## src/rtl/noc_out_framer_pkg.sv

```systemverilog
// Shared definitions for the NoC output framer: header layout, marker and FSM states.
package noc_out_framer_pkg;

   localparam logic [7:0] HDR_MARKER  = 8'hA5;
   localparam int unsigned HDR_DST_LSB = 24;
   localparam int unsigned HDR_SRC_LSB = 16;
   localparam int unsigned HDR_LEN_LSB = 8;
   localparam int unsigned HDR_MRK_LSB = 0;

   typedef enum logic [1:0] {
      ST_IDLE,
      ST_FILL,
      ST_HDR,
      ST_DRAIN
   } state_e;

   function automatic logic [31:0] build_hdr(input logic [7:0] dst,
                                             input logic [7:0] src,
                                             input logic [7:0] len);
      logic [31:0] h;
      h = '0;
      h[HDR_DST_LSB +: 8] = dst;
      h[HDR_SRC_LSB +: 8] = src;
      h[HDR_LEN_LSB +: 8] = len;
      h[HDR_MRK_LSB +: 8] = HDR_MARKER;
      return h;
   endfunction

endpackage

```

## src/rtl/noc_out_framer_buf.sv

```systemverilog
// Payload store: simple dual-port RAM, synchronous write, combinational read so the
// drained word is valid in the same cycle the read pointer selects it.
module framer_buf #(
   parameter int unsigned DEPTH = 16,
   parameter int unsigned WIDTH = 36,
   parameter int unsigned AW    = $clog2(DEPTH)
) (
   input  logic             clk,
   input  logic             we_i,
   input  logic [AW-1:0]    waddr_i,
   input  logic [WIDTH-1:0] wdata_i,
   input  logic [AW-1:0]    raddr_i,
   output logic [WIDTH-1:0] rdata_o
);

   logic [WIDTH-1:0] mem_q [DEPTH];

   always_ff @(posedge clk) begin
      if (we_i) begin
         mem_q[waddr_i] <= wdata_i;
      end
   end

   assign rdata_o = mem_q[raddr_i];

endmodule

```

## src/rtl/noc_out_framer.sv

```systemverilog
// Store-and-forward framer: buffers one payload packet, then emits a header word
// followed by the stored payload on the NoC stream.
module noc_out_framer
   import noc_out_framer_pkg::*;
#(
   parameter int unsigned XY_SZ = 4,
   parameter int unsigned DEPTH = 16
) (
   input  logic               clk_line,
   input  logic               clk_line_rst_high,
   input  logic [2*XY_SZ-1:0] HsrcId,
   input  logic [2*XY_SZ-1:0] HdstId,
   input  logic               stream_in_TVALID,
   input  logic [31:0]        stream_in_TDATA,
   input  logic [3:0]         stream_in_TKEEP,
   input  logic               stream_in_TLAST,
   output logic               stream_in_TREADY,
   output logic               stream_out_TVALID,
   output logic [31:0]        stream_out_TDATA,
   output logic [3:0]         stream_out_TKEEP,
   output logic               stream_out_TLAST,
   input  logic               stream_out_TREADY,
   output logic               pkt_trunc
);

   localparam int unsigned AW = $clog2(DEPTH);
   localparam int unsigned CW = AW + 1;

   state_e               state_q, state_d;
   logic [CW-1:0]        count_q, count_d;
   logic [AW-1:0]        rd_q, rd_d;
   logic [2*XY_SZ-1:0]   dst_q, dst_d;
   logic                 trunc_q, trunc_d;
   logic                 rdy_q;

   logic                 in_acc, out_acc;
   logic [CW-1:0]        count_inc;
   logic                 hit_full, last_rd;
   logic [35:0]          rd_word;

   assign in_acc    = stream_in_TVALID & stream_in_TREADY;
   assign out_acc   = stream_out_TVALID & stream_out_TREADY;
   assign count_inc = count_q + CW'(1);
   assign hit_full  = (count_inc == CW'(DEPTH));
   assign last_rd   = (CW'(rd_q) == count_q - CW'(1));

   framer_buf #(
      .DEPTH (DEPTH),
      .WIDTH (36)
   ) u_buf (
      .clk     (clk_line),
      .we_i    (in_acc),
      .waddr_i (count_q[AW-1:0]),
      .wdata_i ({stream_in_TKEEP, stream_in_TDATA}),
      .raddr_i (rd_q),
      .rdata_o (rd_word)
   );

   always_ff @(posedge clk_line or posedge clk_line_rst_high) begin
      if (clk_line_rst_high) begin
         state_q <= ST_IDLE;
      end else begin
         state_q <= state_d;
      end
   end

   always_comb begin
      state_d = state_q;
      case (state_q)
         ST_IDLE:  if (in_acc) state_d = stream_in_TLAST ? ST_HDR : ST_FILL;
         ST_FILL:  if (in_acc && (stream_in_TLAST || hit_full)) state_d = ST_HDR;
         ST_HDR:   if (out_acc) state_d = ST_DRAIN;
         ST_DRAIN: if (out_acc && last_rd) state_d = ST_IDLE;
         default:  state_d = ST_IDLE;
      endcase
   end

   // Datapath next-state; count doubles as write slot and as stored packet length.
   always_comb begin
      count_d = count_q;
      rd_d    = '0;
      dst_d   = dst_q;
      trunc_d = 1'b0;
      case (state_q)
         ST_IDLE: begin
            if (in_acc) begin
               count_d = CW'(1);
               dst_d   = HdstId;
            end
         end
         ST_FILL: begin
            if (in_acc) begin
               count_d = count_inc;
               trunc_d = hit_full & ~stream_in_TLAST;
            end
         end
         ST_DRAIN: begin
            rd_d = rd_q;
            if (out_acc) begin
               rd_d = rd_q + AW'(1);
               if (last_rd) count_d = '0;
            end
         end
         default: ;
      endcase
   end

   always_ff @(posedge clk_line or posedge clk_line_rst_high) begin
      if (clk_line_rst_high) begin
         count_q <= '0;
         rd_q    <= '0;
         dst_q   <= '0;
         trunc_q <= 1'b0;
         rdy_q   <= 1'b0;
      end else begin
         count_q <= count_d;
         rd_q    <= rd_d;
         dst_q   <= dst_d;
         trunc_q <= trunc_d;
         rdy_q   <= 1'b1;
      end
   end

   always_comb begin
      stream_in_TREADY  = 1'b0;
      stream_out_TVALID = 1'b0;
      stream_out_TDATA  = '0;
      stream_out_TKEEP  = '0;
      stream_out_TLAST  = 1'b0;
      pkt_trunc         = trunc_q;
      case (state_q)
         ST_IDLE, ST_FILL: stream_in_TREADY = rdy_q;
         ST_HDR: begin
            stream_out_TVALID = 1'b1;
            stream_out_TDATA  = build_hdr(8'(dst_q), 8'(HsrcId), 8'(count_q));
            stream_out_TKEEP  = 4'hF;
         end
         ST_DRAIN: begin
            stream_out_TVALID = 1'b1;
            stream_out_TDATA  = rd_word[31:0];
            stream_out_TKEEP  = rd_word[35:32];
            stream_out_TLAST  = last_rd;
         end
         default: ;
      endcase
   end

endmodule

```

## config.mk

```make
export PLATFORM = sky130hd
export DESIGN_NAME = noc_out_framer
export DESIGN_NICKNAME = d
export VERILOG_FILES = /design/src/rtl/noc_out_framer_pkg.sv /design/src/rtl/noc_out_framer_buf.sv /design/src/rtl/noc_out_framer.sv
export SDC_FILE = /design/constraint.sdc
export NUM_CORES = 1
export LEC_CHECK = 0
export ABC_AREA = 1
export CAP_MARGIN = 20
export CORE_MARGIN = 5
export CORE_UTILIZATION = 40
export CTS_BUF_LIST = sky130_fd_sc_hd__clkbuf_4 sky130_fd_sc_hd__clkbuf_8 sky130_fd_sc_hd__clkbuf_16
export DETAILED_ROUTE_END_ITERATION = 6
export SETUP_SLACK_MARGIN = 0.1
export SYNTH_ARGS = -nofsm -noshare
export SYNTH_HDL_FRONTEND = slang
export SYNTH_SLANG_ARGS = --single-unit
```

## constraint.sdc

```tcl
create_clock -name clk_line -period 4.5 [get_ports clk_line]
set_input_delay 1.35 -clock clk_line [delete_from_list [all_inputs] [get_ports clk_line]]
set_output_delay 1.35 -clock clk_line [all_outputs]
set_load 0.01 [all_outputs]
```

==> results.ini, run 1 <==
[status]
status=finished clean

[floorplan]
die_w_um=257
dieArea_sq_um=66000
start_util_pct=40.4
ioPinCount=97
fp.coreArea_sq_um=60400
fp-row-count=90
die_height_um=257

[global_routing]
grt_pass1_vias=15348
grt_pass1_wl_um=97200
antenna_found_initial=2
grt_max_degree=73
grt_usage_pct=19.1
grt_overflow=0

[yosys]
ys_seq_elements=597
synth_cell_type_count=32
netlist_instances=2011
synthesis.area_sq_um=24400
yosysTopAreaCell=edfxtp_1
synth_top_area_share_pct=71.0
synth_fp_nets=2078
ys_seq_area_share_pct=73.1
avgSynthCellArea_sq_um=12.1
synthTopCellsByArea=edfxtp_1 (71%), nor2_1 (5.3%), nand2_1 (5.2%)
yosys_warnings=0

[job]
max-cap-violations=0

[routing]
ant_nets=0
drc=0
wl_per_cell_um=22.0
drtIter0Drc=1495
via_count=15829
dr.pass1.iters=5
routed_wl_um=64900
via_per_inst=5.36

[placed_design]
dp_hpwl_um=34800
gp_congestion=0.821
portBuffers=96

[cells_and_area]
n_fill_cell=5237
fin_nets=2185
fin_util_pct=47.7
drive_gt1_share_pct=10.2
final_common_cell=edfxtp_1
final_cell_mix=edfxtp_1 (576), nand2_1 (338), nor2_1 (331)
num_antenna_cells=0
area_growth_pct=18.2

[sta]
final.period_utilization_pct=96.4
fin_crit_ns=4.34
rsz0062_at_grt=true
maxSlewViolCount=0
skew_ns=0.0256
slew_headroom_pct=34.4
finalSetupViolCount=0
hold_viol=0
fmax_mhz=231
setup_tns_ns=0
tightest_slew_ns=0.975

[power]
p_sw_mw=3.51
clkPwrFrac_pct=37.6
p_per_area_nw_per_um2=475
power.total_mw=13.7
p_int_mw=10.2
leakagePower_nw=9.87
vdd_drop_max_mv=0.273
combPwrFrac_pct=15.8
p_seq_share_pct=46.6
switching_share_pct=25.7

[clocking]
clock_sink_count=597
htreeDepth=2
numCtsBuffers=60
root_buffer=clkbuf_16
clock_latency_ns=0.63
cts_tree=built
max-clock-path-buffers=3
cts.reportedPaths.clkPinSlew_ns=0.06

[critical_path]
worst-path-max-fanout=14
regToRegStartpoint=state_q[1]$_DFFE_PP0P_
crit_path_start_kind=register
crit_required_ns=3.15
cp-end-kind=output port
crit_arrival_ns=2.99
timing.rr.end=u_buf.mem_q[0][22]$_DFFE_PP_
cp-endpoint=stream_out_TVALID
r2r_cells=7
ff2ff_setup_slack_ns=1.75
cp-startpoint=state_q[0]$_DFFE_PP0P_
path_class=register to output port

[hold_path]
hp-class=register to register

==> power by group through the flow <==
stage / sequential, mW / clock (mW) / combinational (mW)
after detailed placement: 6.50 / 0 / 2.05
final: 6.37 / 5.14 / 2.17
after floorplan: 6.45 / 0 / 1.24
after global placement: 6.49 / 0 / 2.03
after CTS: 6.37 / 5.22 / 2.15
after global routing: 6.38 / 5.46 / 2.38
==> through the flow <==
step	hold WS [ns]	setup slack [ns]	instance area [sq um]	std cells
after global placement	0.490	0.558	26400	2822
final	0.505	0.162	28800	2951
after floorplan	0.479	-0.197	24400	2011
after CTS	0.508	0.112	28700	2945
after global routing	0.534	0.0482	28800	2951
after detailed placement	0.494	0.571	26400	2822
==> per-layer routing <==
layer,up-vias,GRT usage (%),share of wire (%)
met4,2,4.46,2.1
li1,7392,-,-
met5,-,0,0.031
met2,587,31.0,48
met1,7752,26.9,43
met3,96,3.61,7.2
==> timing repair <==
item,in CTS,in global routing
endpoints found under the setup margin,34,19
hold buffers,0,0
gates cloned,3,1
buffers inserted,7,5
resized for setup,7,8
pin swaps,0,0
==> how the worst min path moves through the flow <==
stage                      endpoint                 start  depth (start not counted)  slack [ns]
6_report       dst_q[1]$_DFFE_PP0P_  dst_q[1]$_DFFE_PP0P_                          1        0.51
5_1_grt        dst_q[5]$_DFFE_PP0P_  dst_q[5]$_DFFE_PP0P_                          1        0.53
4_1_cts        dst_q[1]$_DFFE_PP0P_  dst_q[1]$_DFFE_PP0P_                          1        0.51
3_5_place_dp   dst_q[1]$_DFFE_PP0P_  dst_q[1]$_DFFE_PP0P_                          1        0.49
3_3_place_gp   dst_q[3]$_DFFE_PP0P_  dst_q[3]$_DFFE_PP0P_                          1        0.49
2_1_floorplan  dst_q[2]$_DFFE_PP0P_  dst_q[2]$_DFFE_PP0P_                          1        0.48
==> worst max-delay path: stages, from the launching register on <==
cell and delay, ns:
dfrtp_1 0.40, inv_1 0.08, ha_2 0.34, nor2_2 0.66, inv_1 0.32, clkdlybuf4s50_1 0.56
==> state kept, by name, summed over array words and instances, names as in the netlist <==
register and count:
state_q 2, count_q 5, dst_q 8, rd_q 4, u_buf.mem_q 576, pkt_trunc 1, rdy_q 1
==> cell type report <==
type	count	area [sq um]	share of cell area (%)
Clock buffer	78	1680	5.82
Sequential cell	597	17800	61.9
Clock inverter	35	382	1.32
Inverter	25	109	0.378
Multi-Input combinational cell	1261	5890	20.5
Timing Repair Buffer	173	1930	6.72
Tap cell	782	978	3.40
==> kinds of logic after synthesis <==
group / count (synthesis) / share of synthesized area [%]
AO/OA/AOI/OAI: 416 / 9.17
XOR/XNOR: 2 / 0.0719
adder cells (fa/ha/maj): 10 / 0.513
buffers and inverters: 153 / 3.25
flip-flops: 597 / 73.1
multiplexers: 8 / 0.370
other: 1 / 0.0154
AND/OR/NAND/NOR: 824 / 13.5
==> synthesized netlist by cell type (all sizes together) <==
master and instances:
o21ai 292, inv 23, buf 83, ha 10, mux2 8, o21a 1, or2 1, nor3 6
nor4 1, clkbuf 45, xnor2 1, nand3 127, edfxtp 576, a21oi 63, o211ai 52, nor2 346
conb 1, nand4 3, xor2 1, o31ai 8, nand2 340, dfrtp 21, clkinv 2
Power figures use the tool's default switching activity.
==> run 2: changes to the inputs <==
--- a/config.mk
+++ b/config.mk
@@ -5,7 +5,6 @@
 export SDC_FILE = /design/constraint.sdc
 export NUM_CORES = 1
 export LEC_CHECK = 0
-export ABC_AREA = 1
 export CAP_MARGIN = 20
 export CORE_MARGIN = 5
 export CORE_UTILIZATION = 40
@@ -14,4 +13,5 @@
 export SETUP_SLACK_MARGIN = 0.1
 export SYNTH_ARGS = -nofsm -noshare
 export SYNTH_HDL_FRONTEND = slang
+export SYNTH_HIERARCHICAL = 1
 export SYNTH_SLANG_ARGS = --single-unit
==> run 2 against run 1 <==
  * Sequential power decreased by 0.9%
  * Synthesized area shrank 4.8%
  * Highest routed layer unchanged
  * Utilization rose by 0.97 points
  * Setup slack worse by 0.061 ns
==> results.ini, run 2 <==
[status]
status=finished clean  ; unchanged

[cells_and_area]
multiInputGateArea_sq_um=5310  ; was 5890 sq um
stdcell_area_sq_um=28000  ; was 28800 sq um
top_regs=u_buf/mem_q (576), dst_q (8), count_q (5)  ; was u_buf.mem_q (576), dst_q (8), count_q (5)
largest_register=u_buf/mem_q  ; was u_buf.mem_q
final_common_cell=edfxtp_1  ; unchanged
fin_nets=1321  ; was 2185
seqCellArea_sq_um=17800  ; about the same
largest_reg_flops=576  ; unchanged
area_growth_pct=20.9  ; was 18.2%
drive_gt1_share_pct=29.9  ; was 10.2%
fin_cells=2065  ; was 2951
n_fill_cell=4624  ; was 5237
final_cell_mix=edfxtp_1 (576), mux4_2 (144), clkdlybuf4s50_1 (82)  ; was edfxtp_1 (576), nand2_1 (338), nor2_1 (331)

[yosys]
synth_fp_nets=1142  ; was 2078
synthFlopType=edfxtp_1  ; unchanged
synth_cell_type_count=44  ; was 32
yosysMostFrequentCell=edfxtp_1  ; unchanged
async_reset_ff_share_pct=3.52  ; unchanged
synth_top_area_share_pct=74.6  ; was 71.0%
synth_commonest_cells=edfxtp_1 (576), mux4_2 (144), a22oi_1 (72)  ; was edfxtp_1 (576), nor2_1 (345), nand2_1 (339)
yosysTopAreaCell=edfxtp_1  ; unchanged
synthesis.area_sq_um=23200  ; was 24400 sq um
synthTopCellsByArea=edfxtp_1 (75%), mux4_2 (14%), a22oi_1 (2.3%)  ; was edfxtp_1 (71%), nor2_1 (5.3%), nand2_1 (5.2%)
ys_seq_area_share_pct=76.8  ; was 73.1%
netlist_instances=1077  ; was 2011
ys_seq_elements=597  ; unchanged
yosys_warnings=6  ; was 0
synth_edf_count=576  ; unchanged
avgSynthCellArea_sq_um=21.5  ; was 12.1 sq um

[critical_path]
critPathBufInv=3  ; unchanged
slowest_delay_ns=0.49  ; was 0.66 ns
path_cells=buf_12 -> bufbuf_16 -> mux4_2 -> a22oi_1 -> nand2_1 -> a22o_1 -> clkdlybuf4s50_1  ; was inv_1 -> ha_2 -> nor2_2 -> inv_1 -> clkdlybuf4s50_1
regToRegStartpoint=state_q[1]$_DFFE_PP0P_  ; unchanged
r2r_cells=7  ; unchanged
cp-startpoint=rd_q[0]$_DFFE_PP0N_  ; was state_q[0]$_DFFE_PP0P_
crit_path_start_kind=register  ; unchanged
cp.depth=7  ; was 5
cp-end-kind=output port  ; unchanged
slowest_stage=mux4_2  ; was nor2_2
crit_family=buffers and inverters  ; unchanged
path_class=register to output port  ; unchanged
worst-path-max-fanout=10  ; was 14
crit_arrival_ns=3.05  ; was 2.99 ns
crit_required_ns=3.15  ; about the same

[placed_design]
dp_hpwl_um=29800  ; was 34800 um
place_area_sq_um=25700  ; was 26400 sq um
place_inst=1940  ; was 2822
gp_congestion=0.729  ; was 0.821
portBuffers=96  ; unchanged

[clocking]
max-clock-path-buffers=3  ; unchanged
cts_tree=built  ; unchanged
clock_latency_ns=0.62  ; was 0.63 ns
numCtsBuffers=59  ; was 60
clock_sink_count=597  ; unchanged
root_buffer=clkbuf_16  ; unchanged
hold_buffers=0  ; unchanged
cts.reportedPaths.clkPinSlew_ns=0.06  ; about the same
htreeDepth=2  ; unchanged

[power]
p_seq_share_pct=45.3  ; was 46.6%
p_sw_mw=3.53  ; was 3.51 mW
leakagePower_nw=8.92  ; was 9.87 nW
p_per_area_nw_per_um2=497  ; was 475 nW/um^2
combPwrFrac_pct=21.2  ; was 15.8%
switching_share_pct=25.3  ; was 25.7%
vdd_drop_max_mv=0.303  ; was 0.273 mV
clkPwrFrac_pct=33.5  ; was 37.6%
p_int_mw=10.4  ; was 10.2 mW

[routing]
drc=0  ; unchanged
via_count=11518  ; was 15.8k
ant_nets=0  ; unchanged
dr.pass1.iters=6  ; was 5
drtIter0Drc=983  ; was 1495
via_per_inst=5.58  ; was 5.36
wl_per_cell_um=26.3  ; was 22.0 um
routed_wl_um=54300  ; was 64900 um

[floorplan]
die_height_um=251  ; was 257 um
ioPinCount=97  ; unchanged
fp.coreArea_sq_um=57600  ; was 60400 sq um
fp-row-count=88  ; was 90
start_util_pct=40.3  ; was 40.4%
die_w_um=251  ; was 257 um
dieArea_sq_um=62900  ; was 66000 sq um

[global_routing]
antenna_found_initial=4  ; was 2
grt_max_degree=39  ; was 73
grt_pass1_vias=12231  ; was 15.3k
grt_pass1_wl_um=81300  ; was 97200 um
grt_usage_pct=17.2  ; was 19.1%
grt_overflow=0  ; unchanged

[sta]
hold_viol=0  ; unchanged
skew_ns=0.0156  ; was 0.0256 ns
fin_crit_ns=4.40  ; was 4.34 ns
slew_headroom_pct=41.9  ; was 34.4%
maxSlewViolCount=0  ; unchanged
final.period_utilization_pct=97.7  ; was 96.4%
tightest_slew_ns=0.870  ; was 0.975 ns
finalSetupViolCount=0  ; unchanged
setup_tns_ns=0  ; unchanged
rsz0062_at_grt=true  ; unchanged
fmax_mhz=227  ; was 231 MHz

[hold_path]
hold_path.startpoint=dst_q[1]$_DFFE_PP0P_  ; unchanged
hp-class=register to register  ; unchanged
whs_path_depth=1  ; unchanged

[job]
max-cap-violations=0  ; unchanged

## run 2: cell count changes after synthesis, moves of 110 or more
cell     change
nand2_1    -279
o21ai_1    -110
mux4_2     +144
o21ai_0    -176
nand3_1    -122
nor2_1     -324
## run 2: per-stage QoR
step                hold slack [ns]  power, mW  setup WS (ns)  utilization, %
global route                  0.524       14.5         0.0196            48.7
global placement              0.490       9.14          0.451            44.6
detailed placement            0.497       9.17          0.457            44.6
CTS                           0.510       14.0         0.0576            48.4
finish                        0.508       13.9          0.101            48.7
floorplan                     0.480       8.09          0.439               -
## run 2: final cells by class
cell class	count	area share (%)
antenna	1	0.00892
clock buffer	69	5.53
clock inverter	35	0.986
inverter	10	0.134
multi-input combinational	409	18.9
sequential	597	63.6
tap	765	3.41
timing repair buffer	179	7.40
## run 2: cell families after synthesis
logic type	share of synthesized area (%)
buf+inv	1.51
mux	14.6
compound gates	3.93
simple gates	2.32
xor+xnor	0.340
other cells	0.0162
fa+ha+maj	0.431
flops	76.8
## run 2: worst paths after layout
kind	to	slack [ns]
min in group asynchronous	dst_q[4]$_DFFE_PP0P_	1.23
max reg2reg	u_buf/mem_q[0][20]$_DFFE_PP_	1.48
min	dst_q[1]$_DFFE_PP0P_	0.51
max in group asynchronous	rd_q[1]$_DFFE_PP0N_	2.63
min reg2reg	dst_q[1]$_DFFE_PP0P_	0.51
max	stream_out_TDATA[11]	0.10
## run 2: per-layer routing
layer	vias up	share of wire [%]	global-route usage (%)
li1	4885	-	-
met1	6198	45	25.4
met2	341	46	26.4
met3	88	6.4	3.43
met4	6	2.7	5.07
met5	-	0.077	0
## run 2: worst reg2reg max path, delay by kind of cell, from the launching register on
kind	cells	cell delay, ns
and+or+nand+nor	4	1.29
buffers and inverters	2	0.55
DFF	1	0.40
adders and majority gates	1	0.38
## run 2: what timing repair did
action	in CTS	in global routing
gates cloned	3	1
gates resized for setup	34	33
buffers inserted	16	0
setup endpoints to repair	37	31
pin swaps	3	4
## run 2: power groups by stage
stage / combinational [mW] / clock, mW / sequential [mW]
after global routing: 3.18 / 5.03 / 6.32
after floorplan: 1.67 / 0 / 6.42
after global placement: 2.69 / 0 / 6.45
final: 2.96 / 4.67 / 6.31
after detailed placement: 2.71 / 0 / 6.46
after CTS: 2.94 / 4.78 / 6.31
==> run 3: changes to the inputs <==
--- a/config.mk
+++ b/config.mk
@@ -10,6 +10,7 @@
 export CORE_UTILIZATION = 40
 export CTS_BUF_LIST = sky130_fd_sc_hd__clkbuf_4 sky130_fd_sc_hd__clkbuf_8 sky130_fd_sc_hd__clkbuf_16
 export DETAILED_ROUTE_END_ITERATION = 6
+export MAX_ROUTING_LAYER = met4
 export SETUP_SLACK_MARGIN = 0.1
 export SYNTH_ARGS = -nofsm -noshare
 export SYNTH_HDL_FRONTEND = slang
==> run 3 against run 2 <==
  * Cell count up 0.15%
  * Setup slack better by 0.0042 ns
  * Fmax about the same
  * Utilization about the same
  * Largest power group unchanged
  * Non-clock buffer count unchanged
  * Critical path depth unchanged
  * Worst hold slack worse by 0.0011 ns
  * Clock-buffer cell count unchanged
  * Sequential share of layout area about the same
  * Die area unchanged
==> results.ini, run 3 (same netlist as run 2, synthesis figures left out) <==
[placed_design]
gp_congestion=0.738  ; was 0.729
place_area_sq_um=25700  ; unchanged
place_worst_setup_slack_ns=0.457  ; unchanged
portBuffers=96  ; unchanged
dp_hpwl_um=29800  ; unchanged

[cells_and_area]
largest_register=u_buf/mem_q  ; unchanged
fin_util_pct=48.7  ; about the same
n_fill_cell=4619  ; was 4624
drive_gt1_share_pct=29.9  ; unchanged
top_regs=u_buf/mem_q (576), dst_q (8), count_q (5)  ; unchanged
final_common_cell=edfxtp_1  ; unchanged
largest_reg_flops=576  ; unchanged
fin_nets=1321  ; unchanged
area_growth_pct=20.9  ; about the same
stdcell_area_sq_um=28100  ; was 28000 sq um
final_cell_mix=edfxtp_1 (576), mux4_2 (144), clkdlybuf4s50_1 (82)  ; unchanged

[clocking]
clock_sink_count=597  ; unchanged
numCtsBuffers=59  ; unchanged
cts_tree=built  ; unchanged
hold_buffers=0  ; unchanged
cts.reportedPaths.clkPinSlew_ns=0.06  ; about the same
root_buffer=clkbuf_16  ; unchanged
max-clock-path-buffers=3  ; unchanged
htreeDepth=2  ; unchanged
clock_latency_ns=0.62  ; about the same

[sta]
skew_ns=0.0164  ; was 0.0156 ns
maxSlewViolCount=0  ; unchanged
setup_ws_ns=0.105  ; was 0.101 ns
final.period_utilization_pct=97.7  ; about the same
fin_crit_ns=4.39  ; was 4.40 ns
setup_tns_ns=0  ; unchanged
tightest_slew_ns=0.889  ; was 0.870 ns
finalSetupViolCount=0  ; unchanged
rsz0062_at_grt=true  ; unchanged
whs_ns=0.507  ; was 0.508 ns
slew_headroom_pct=40.7  ; was 41.9%
fmax_mhz=228  ; was 227 MHz
hold_viol=0  ; unchanged

[critical_path]
r2r_cells=7  ; unchanged
timing.rr.end=u_buf/mem_q[0][20]$_DFFE_PP_  ; unchanged
crit_required_ns=3.15  ; about the same
crit_path_start_kind=register  ; unchanged
ff2ff_setup_slack_ns=1.47  ; was 1.48 ns
path_class=register to output port  ; unchanged
regToRegStartpoint=state_q[1]$_DFFE_PP0P_  ; unchanged
worst-path-max-fanout=10  ; unchanged
cp-end-kind=output port  ; unchanged
crit_arrival_ns=3.04  ; was 3.05 ns

[floorplan]
die_height_um=251  ; unchanged
fp-row-count=88  ; unchanged
die_w_um=251  ; unchanged
ioPinCount=97  ; unchanged
start_util_pct=40.3  ; unchanged
dieArea_sq_um=62900  ; unchanged
fp.coreArea_sq_um=57600  ; unchanged

[routing]
ant_nets=0  ; unchanged
via_count=11590  ; was 11.5k
routed_wl_um=54400  ; was 54300 um
wl_per_cell_um=26.3  ; about the same
dr.pass1.iters=5  ; was 6
via_per_inst=5.60  ; was 5.58
drtIter0Drc=1009  ; was 983
drc=0  ; unchanged

[global_routing]
grt_pass1_wl_um=81300  ; about the same
grt_pass1_vias=12224  ; about the same
grt_usage_pct=17.8  ; was 17.2%
grt_max_degree=39  ; unchanged
grt_overflow=0  ; unchanged
antenna_found_initial=4  ; unchanged

[job]
max-cap-violations=0  ; unchanged

[hold_path]
hp-class=register to register  ; unchanged
holdPathEnd=dst_q[1]$_DFFE_PP0P_  ; unchanged
whs_path_depth=1  ; unchanged
hold_path.startpoint=dst_q[1]$_DFFE_PP0P_  ; unchanged

[status]
status=finished clean  ; unchanged

[power]
p_per_area_nw_per_um2=497  ; about the same
vdd_drop_max_mv=0.299  ; was 0.303 mV
leakagePower_nw=8.92  ; about the same

-- run 3: changes by cell type in the layout (fill, tap and decap cells not counted), sizes merged --
cell,change
diode,+3
-- run 3: area by class of cell --
cell class | instances | area (sq um) | share of cell area (%)
diodes | 4 | 10.0 | 0.0357
clock buffers | 69 | 1550 | 5.53
clock inverters | 35 | 277 | 0.986
inverters | 10 | 37.5 | 0.134
multi-input cells | 409 | 5310 | 18.9
flip-flops and latches | 597 | 17800 | 63.6
well taps | 765 | 957 | 3.41
repair buffers | 179 | 2080 | 7.41
-- run 3: worst max-delay path: stages, from the launching register on --
cell and delay [ns]:
dfrtp_4 0.46, buf_12 0.16, bufbuf_16 0.30, mux4_2 0.49, a22oi_1 0.16, nand2_1 0.09
a22o_1 0.27, clkdlybuf4s50_1 0.49
-- run 3: report_power, final --
group          switching [mW]  total, mW  internal, mW
clock network            2.04       4.68          2.63
registers              0.0557       6.31          6.25
logic                    1.44       2.97          1.53
-- run 3: routing by layer --
metal  global-route usage (%)  wire (um)
met1                     25.5      24500
met2                     26.4      25200
met3                     3.40       3330
met4                     5.07       1390
met5                        -          0
-- run 3: worst max-delay path by stage --
stage	from	slack, ns	to
after floorplan	stream_in_TVALID	0.44	u_buf/mem_q[1][0]$_DFFE_PP_
after global placement	rd_q[0]$_DFFE_PP0N_	0.45	stream_out_TDATA[1]
after detailed placement	rd_q[0]$_DFFE_PP0N_	0.46	stream_out_TDATA[21]
after CTS	rd_q[0]$_DFFE_PP0N_	0.06	stream_out_TDATA[11]
after global routing	rd_q[0]$_DFFE_PP0N_	0.02	stream_out_TDATA[11]
final	rd_q[0]$_DFFE_PP0N_	0.11	stream_out_TDATA[11]
-- run 3: what timing repair did --
item / CTS / global route
gates cloned: 3 / 1
gates resized for setup: 34 / 34
pin swaps: 3 / 4
setup endpoints to repair: 37 / 31
setup buffers: 16 / 0
-- run 3: per-stage QoR --
| stage | power [mW] | std cells |
|---|---|---|
| floorplan | 8.09 | 1077 |
| global placement | 9.14 | 1940 |
| detailed placement | 9.17 | 1940 |
| CTS | 14.0 | 2063 |
| global route | 14.5 | 2068 |
| finish | 14.0 | 2068 |
